### config.mk
export PLATFORM = sky130hd
export DESIGN_NAME = tpu_stream_sequencer
export DESIGN_NICKNAME = d
export VERILOG_FILES = /design/src/rtl/tpu_stream_sequencer.sv
export SDC_FILE = /design/constraint.sdc
export NUM_CORES = 1
export LEC_CHECK = 0
export BUFFER_PORTS_ARGS = -buffer_cell sky130_fd_sc_hd__buf_2
export CAP_MARGIN = 15
export CORE_AREA = 10 10 418 420
export DETAILED_ROUTE_END_ITERATION = 10
export DIE_AREA = 0 0 428 430
export HOLD_SLACK_MARGIN = 0.05
export PLACE_DENSITY_LB_ADDON = 0.08
export REMOVE_ABC_BUFFERS = 1
export SLEW_MARGIN = 10
export SYNTH_ARGS = -nofsm -noshare
export SYNTH_HDL_FRONTEND = slang
export SYNTH_SLANG_ARGS = --single-unit
### constraint.sdc
create_clock -name clk -period 26.1 [get_ports clk]
set_clock_uncertainty 0.15 [all_clocks]
set_input_delay 2.61 -clock clk [delete_from_list [all_inputs] [get_ports clk]]
set_output_delay 2.61 -clock clk [all_outputs]
set_load 0.05 [all_outputs]
### src/rtl/tpu_stream_sequencer.sv
`default_nettype none
// ============================================================================
// Module   : tpu_stream_sequencer
// Brief    : Runs one matrix job on the systolic TPU: weight load, ifmap
//            streaming with bubbles, pipeline drain and psum row tagging.
// Revision : 1.0 - initial release
// ============================================================================
module tpu_stream_sequencer #(
    parameter int ROWS     = 4,
    parameter int COLS     = 6,
    parameter int WT_W     = 384,
    parameter int CNT_W    = 8,
    parameter int LOAD_CYC = 1,
    parameter int PIPE_LAT = 10
) (
    input  logic               clk,
    input  logic               rst,
    input  logic               start,
    input  logic [CNT_W-1:0]   vec_count,
    input  logic               wt_valid,
    input  logic [WT_W-1:0]    wt_data,
    output logic               wt_ready,
    input  logic               src_valid,
    input  logic [ROWS*16-1:0] src_data,
    output logic               src_ready,
    output logic               tpu_load_en,
    output logic [WT_W-1:0]    tpu_weights,
    output logic [ROWS*16-1:0] tpu_ifmap,
    input  logic [COLS*16-1:0] tpu_psum,
    output logic               out_valid,
    output logic [COLS*16-1:0] out_data,
    output logic               busy,
    output logic               done
);
    localparam logic [2:0] c_idle   = 3'd0;
    localparam logic [2:0] c_load   = 3'd1;
    localparam logic [2:0] c_stream = 3'd2;
    localparam logic [2:0] c_drain  = 3'd3;
    localparam logic [2:0] c_done   = 3'd4;

    localparam int c_load_w  = (LOAD_CYC > 1) ? $clog2(LOAD_CYC) : 1;
    localparam int c_drain_w = $clog2(PIPE_LAT + 2);
    localparam logic [c_load_w-1:0]  c_load_last  = c_load_w'(LOAD_CYC - 1);
    // Drain covers the ifmap register, the array latency and the out register,
    // so the final out_valid lands in the cycle just before done.
    localparam logic [c_drain_w-1:0] c_drain_last = c_drain_w'(PIPE_LAT + 1);

    logic [2:0]           r_state;
    logic [CNT_W-1:0]     r_count;
    logic [CNT_W-1:0]     r_acc;
    logic                 r_wt_got;
    logic [c_load_w-1:0]  r_load_cnt;
    logic [c_drain_w-1:0] r_drain_cnt;
    logic                 r_tag;
    logic [PIPE_LAT-1:0]  r_tag_pipe;
    logic [CNT_W-1:0]     w_acc_next;

    assign w_acc_next = r_acc + CNT_W'(1);
    assign wt_ready   = (r_state == c_load) && !r_wt_got;
    assign src_ready  = (r_state == c_stream);
    assign busy       = (r_state != c_idle);
    assign done       = (r_state == c_done);

    always_ff @(posedge clk or posedge rst) begin
        if (rst) begin
            r_state     <= c_idle;
            r_count     <= '0;
            r_acc       <= '0;
            r_wt_got    <= 1'b0;
            r_load_cnt  <= '0;
            r_drain_cnt <= '0;
            r_tag       <= 1'b0;
            tpu_load_en <= 1'b0;
            tpu_weights <= '0;
            tpu_ifmap   <= '0;
        end else begin
            tpu_ifmap <= '0;
            r_tag     <= 1'b0;
            case (r_state)
                c_idle: begin
                    if (start) begin
                        if (vec_count != '0) begin
                            r_count  <= vec_count;
                            r_acc    <= '0;
                            r_wt_got <= 1'b0;
                            r_state  <= c_load;
                        end else begin
                            r_state <= c_done;
                        end
                    end
                end
                c_load: begin
                    if (!r_wt_got) begin
                        if (wt_valid) begin
                            tpu_weights <= wt_data;
                            r_wt_got    <= 1'b1;
                            tpu_load_en <= 1'b1;
                            r_load_cnt  <= '0;
                        end
                    end else if (r_load_cnt == c_load_last) begin
                        tpu_load_en <= 1'b0;
                        r_state     <= c_stream;
                    end else begin
                        r_load_cnt <= r_load_cnt + c_load_w'(1);
                    end
                end
                c_stream: begin
                    if (src_valid) begin
                        tpu_ifmap <= src_data;
                        r_tag     <= 1'b1;
                        r_acc     <= w_acc_next;
                        if (w_acc_next == r_count) begin
                            r_drain_cnt <= '0;
                            r_state     <= c_drain;
                        end
                    end
                end
                c_drain: begin
                    if (r_drain_cnt == c_drain_last) begin
                        r_state <= c_done;
                    end else begin
                        r_drain_cnt <= r_drain_cnt + c_drain_w'(1);
                    end
                end
                c_done:  r_state <= c_idle;
                default: r_state <= c_idle;
            endcase
        end
    end

    // Tag rides alongside each vector through the array latency.
    always_ff @(posedge clk or posedge rst) begin
        if (rst) begin
            r_tag_pipe <= '0;
            out_valid  <= 1'b0;
            out_data   <= '0;
        end else begin
            r_tag_pipe[0] <= r_tag;
            for (int i = 1; i < PIPE_LAT; i++) begin
                r_tag_pipe[i] <= r_tag_pipe[i-1];
            end
            out_valid <= r_tag_pipe[PIPE_LAT-1];
            if (r_tag_pipe[PIPE_LAT-1]) begin
                out_data <= tpu_psum;
            end
        end
    end

endmodule
`default_nettype wire

==> impl_metrics.ini, run 1 <==
[placement]
dp_hpwl_um = 83550
place.gp.congestion = 0.7781
io_buffer_count = 1106
place_ws_ns = 19.56

[route]
route.met2.wl_um = 56400
wirelength_um = 104300
routed.top_layer = met5
wl_per_cell_um = 22.03
antenna_left = 0
dr_wl_met3_um = 8276
vias_per_cell = 3.346
wl_met1_um = 36170
num_vias = 15841
first_pass_iters = 4
drc = 0
drt_iter0_markers = 672

[global_route]
grt-ovfl-total = 0
grt_pass1_vias = 17468
grt_first_pass_wirelength_um = 144800
grtUsageTotal_pct = 10.92
antenna_found_initial = 80
grt_max_degree = 94

[timing]
period_share_pct = 21.87
worst_pin_slew_ns = 1.089
rsz0062_at_grt = no
slew_headroom_pct = 27.39
finalHoldViolations = 0
timing.fmax_mhz = 175.2
setup_viol = 0
setup_slack_ns = 20.39
drv_slew = 0
fin_crit_ns = 5.709
setup_tns_ns = 0

[power_and_ir_drop]
total_leakage_power_uw = 0.01555
ir_worst_vdd_uv = 81.38
power.total_uw = 5299
power_per_cell_area_nw_per_um2 = 164.2

[synthesis]
synth_common_cells = dfrtp_1, mux2_2, and3_1
async_flop_share_pct = 100.0
synth_seq_cells = 581
ys_types = 43
synth_area_um2 = 21450
synth_cells = 1317
ys_warn_count = 0
synth.top_cell.area_share_pct = 67.77
synth-edff-count = 0
yosys-top-cells-area = dfrtp_1, mux2_2, and3_1
seq_area_frac_synth_pct = 67.77
yosys.area.top_type = dfrtp_1
yosysMostFrequentCell = dfrtp_1
avgSynthCellArea_um2 = 16.29
synth_flop_cell = dfrtp_1

[cts]
cts_resized = 0
clock_latency_ns = 0.64
htreeDepth = 3
cts_made_buffers = 80
root_buffer = clkbuf_16
path_clk_slew_ns = 0.05
clkSinkCount = 581
clk_path_buf_depth = 3
cts-hold-fix-buffers = 0
cts_tree = done
cts_setup_buffers = 0

[worst_setup_path]
cp_max_fo = 75
cp_data_required_time_ns = 26.47
critical_path_buf_inv_count = 4
end_kind = flop
critPathLaunchType = primary input
critPathKind = primary input to flop
worst_path_most_repeated_cell = buf_4
worstPathCellList = buf_2 -> nand3_1 -> nor2_4 -> buf_4 -> buf_4 -> buf_4 -> mux2_2
cp.arrival_ns = 6.08
crit_family = buffers and inverters
cpMaxStageDelayCell = buf_4
critPathLaunch = wt_valid
rr_startpoint = r_state[2]
max_stage_delay_ns = 0.86

[floorplan]
io_pins = 1107
core_um2 = 166300
die_y_um = 430
die_area_um2 = 184000
start_util_pct = 12.90
die_x_um = 428
core.rowCount = 150

[worst_hold_path]
min_path_type = flop to flop
hp-start = r_tag_pipe[8]

[finish]
fin_nets = 3006
final_layout_size_suffix_gt1_share_pct = 69.54
syn2layout_area_growth_pct = 50.45
final_util_pct = 19.41

[run_status]
status = completed

[run]
cap_violations = 0
-- power breakdown --
group | total, uW | internal, uW | switching [uW]
combinational | 2650 | 673 | 1980
clock | 1120 | 680 | 436
sequential | 1530 | 1310 | 226
-- stage by stage --
step	hold WS (ns)	std cells	instance area, um^2
6_report	0.1915	4735	32280
5_1_grt	0.1973	4721	32240
4_1_cts	0.1898	4709	32210
3_5_place_dp	0.1855	4569	29540
3_3_place_gp	0.1870	4569	29540
2_1_floorplan	0.1812	1242	21100
-- registers in the layout, indices dropped and copies added (netlist names) --
name and flops:
r_count 8, tpu_load_en 1, out_valid 1, r_wt_got 1, tpu_weights 384, r_tag 1
out_data 96, r_state 3, r_tag_pipe 10, r_acc 8, tpu_ifmap 64, r_drain_cnt 4
-- cell type report --
class                      count  area [um^2]
fill                       18342       134000
timing repair buffer        1123         5663
antenna                       26        65.06
sequential                   581        14540
multi-input combinational    655         6548
inverter                       6        30.03
clock inverter                20        286.5
tap                         2204         2758
clock buffer                 120         2385
-- layout by cell type, fill, tap and decap left out, drive strengths merged, types with 3 or more instances in the layout --
master / count
nand4: 3
inv: 8
and2: 3
dfrtp: 581
diode: 26
xnor2: 3
o21ai: 15
mux2: 488
nand3: 3
clkbuf: 120
nand2: 13
bufinv: 5
buf: 1123
nor2: 9
a31oi: 5
a21oi: 5
xor2: 5
nor3: 3
clkinv: 11
nor4: 5
and3: 67
-- cells by family (layout without fill, tap and decap cells) --
kind of cell,count (synthesis),after routing,synth area share (%)
buffers and inverters,81,1269,1.767
adders and majority gates,2,2,0.1166
xor gates and xnor gates,8,8,0.3266
DFF,581,581,67.77
muxes,488,488,25.62
AOI/OAI and AO/OA,39,39,1.137
and+or+nand+nor,118,118,3.266
other,0,26,0
-- metal layers --
metal  up-vias  global-route usage (%)
li1       6964                       -
met1      7923                   10.89
met2       693                   20.43
met3       227                   4.482
met4        34                   3.556
met5         -                       0
-- final timing paths --
path                                    end  slack, ns  cells after the start
max                         tpu_weights[24]      20.39                      7
min                           r_tag_pipe[9]       0.19                      0
max reg2reg                 tpu_weights[24]      21.60                      7
min reg2reg                   r_tag_pipe[9]       0.19                      0
max in group asynchronous      out_data[17]      21.11                      5
min in group asynchronous  tpu_weights[296]       1.89                      2
Power figures use the tool's default switching activity.
==> inputs of run 2 (changes only) <==
==> constraint.sdc (replaced) <==
create_clock -name clk -period 5.4 [get_ports clk]
set_clock_uncertainty 0.15 [all_clocks]
set_input_delay 0.54 -clock clk [delete_from_list [all_inputs] [get_ports clk]]
set_output_delay 0.54 -clock clk [all_outputs]
set_load 0.05 [all_outputs]
==> impl_metrics.ini, run 2 (same netlist as run 1, synthesis figures left out) <==
[cts]
clock_latency_ns = 0.67
htreeDepth = 3
cts_tree = done
clkSinkCount = 581
clk_path_buf_depth = 3
cts_made_buffers = 83
root_buffer = clkbuf_16
path_clk_slew_ns = 0.05

[finish]
final_common_cell = buf_2
final_cell_mix = buf_2, dfrtp_1, dlygate4sd3_1, mux2_2, clkbuf_16
fin_nets = 3572
largest-register = tpu_weights
fin_area_um2 = 38080
syn2layout_area_growth_pct = 77.52
final_layout_size_suffix_gt1_share_pct = 57.10
largest_reg_flops = 384
biggestRegsByFlops = tpu_weights: 384 flops, out_data: 96 flops, tpu_ifmap: 64 flops

[global_route]
grt-ovfl-total = 0
grt_first_pass_wirelength_um = 152600
grt_pass1_vias = 20271
grtUsageTotal_pct = 11.28
grt_max_degree = 119
antenna_found_initial = 8

[timing]
setup_tns_ns = 0
finalHoldViolations = 0
slew_headroom_pct = 37.24
setup_viol = 0
hold_ws_ns = 0.1955
timing.fmax_mhz = 336.4
rsz0062_at_grt = no
drv_slew = 0
fin_crit_ns = 2.973
setup_slack_ns = 2.427
worst_pin_slew_ns = 0.9328
period_share_pct = 55.05

[route]
wl_per_cell_um = 20.43
first_pass_iters = 4
drt_iter0_markers = 538
wirelength_um = 107900
drc = 0
antenna_left = 0
num_vias = 17762
vias_per_cell = 3.364

[worst_setup_path]
end_kind = primary output
crit_family = buffers and inverters
cp_max_fo = 68
cp.arrival_ns = 2.28
critPathLaunchType = flop
worstPathCellList = nor3b_2 -> buf_4 -> buf_2
critPathKind = flop to primary output
cpMaxStageDelayCell = buf_4
max_stage_delay_ns = 0.53
critical_path_buf_inv_count = 2
cp_data_required_time_ns = 4.71

[power_and_ir_drop]
total_leakage_power_uw = 0.01800
ir_worst_vdd_uv = 288.8
power_per_cell_area_nw_per_um2 = 691.8

[placement]
dp_hpwl_um = 84260
place_ws_ns = 2.341
io_buffer_count = 1106
placed_area_um2 = 29680
place.gp.congestion = 0.7828

[floorplan]
die_x_um = 428
start_util_pct = 12.90
core_um2 = 166300
io_pins = 1107
core.rowCount = 150
die_area_um2 = 184000
die_y_um = 430

[worst_hold_path]
min_path_type = flop to flop

[run]
cap_violations = 0

[run_status]
status = completed
-- run 2: cell count changes in the layout (fill, tap and decap cells not counted), moves of 2 or more --
cell	delta
dlygate4sd3_1	+556
diode_2	-20
buf_12	+7
bufinv_16	+4
clkinv_8	-3
inv_6	+3
clkbuf_1	-2
clkbuf_8	-2
clkinv_16	+2
-- run 2: layout make-up --
cell class	instances	area, um^2
Timing Repair Buffer	1686	11370
Clock buffer	117	2375
Tap cell	2204	2758
Inverter	6	30.03
Clock inverter	25	447.9
Antenna cell	6	15.01
Sequential cell	581	14540
Fill cell	17903	128200
Multi-Input combinational cell	655	6548
-- run 2: where the power goes --
group | internal [uW] | total (uW) | switching (uW)
Sequential | 6320 | 7360 | 1030
Combinational | 3550 | 13300 | 9720
Clock | 3500 | 5720 | 2220
Total | 13400 | 26300 | 13000
-- run 2: metrics by stage --
stage / total power, uW / cells / util [%]
final: 26350 / 5280 / 22.90
after global routing: 27630 / 5278 / 22.90
after CTS: 26980 / 5274 / 22.89
after detailed placement: 20630 / 4576 / 17.85
after global placement: 20590 / 4576 / 17.85
after floorplan: 17100 / 1242 / -
-- run 2: path summary, 6_finish.rpt --
path,from,end,slack [ns],cells past startpoint
hold reg to reg,r_tag,r_tag_pipe[0],0.20,0
min in group asynchronous,rst,tpu_weights[242],0.34,3
setup reg to reg,r_state[0],r_drain_cnt[0],2.50,5
setup / recovery,r_state[0],src_ready,2.43,3
max in group asynchronous,rst,tpu_weights[233],3.36,4
hold / removal,r_tag,r_tag_pipe[0],0.20,0
-- run 2: metal layers --
layer  wire (um)  part of all wire, %  vias to the layer above  global-route usage [%]
li1            -                    -                     8095                       -
met1       38520                   36                     8873                   11.48
met2       57260                   53                      646                   20.84
met3        8213                  7.6                      148                   4.045
met4        3881                  3.6                        0                   4.528
met5           0                    0                        -                       0
-- run 2: what timing repair did --
item                                   CTS  global route
resized for setup                        0             0
endpoints found under the hold margin  632             0
buffers inserted                         0             0
hold buffers                           556             0
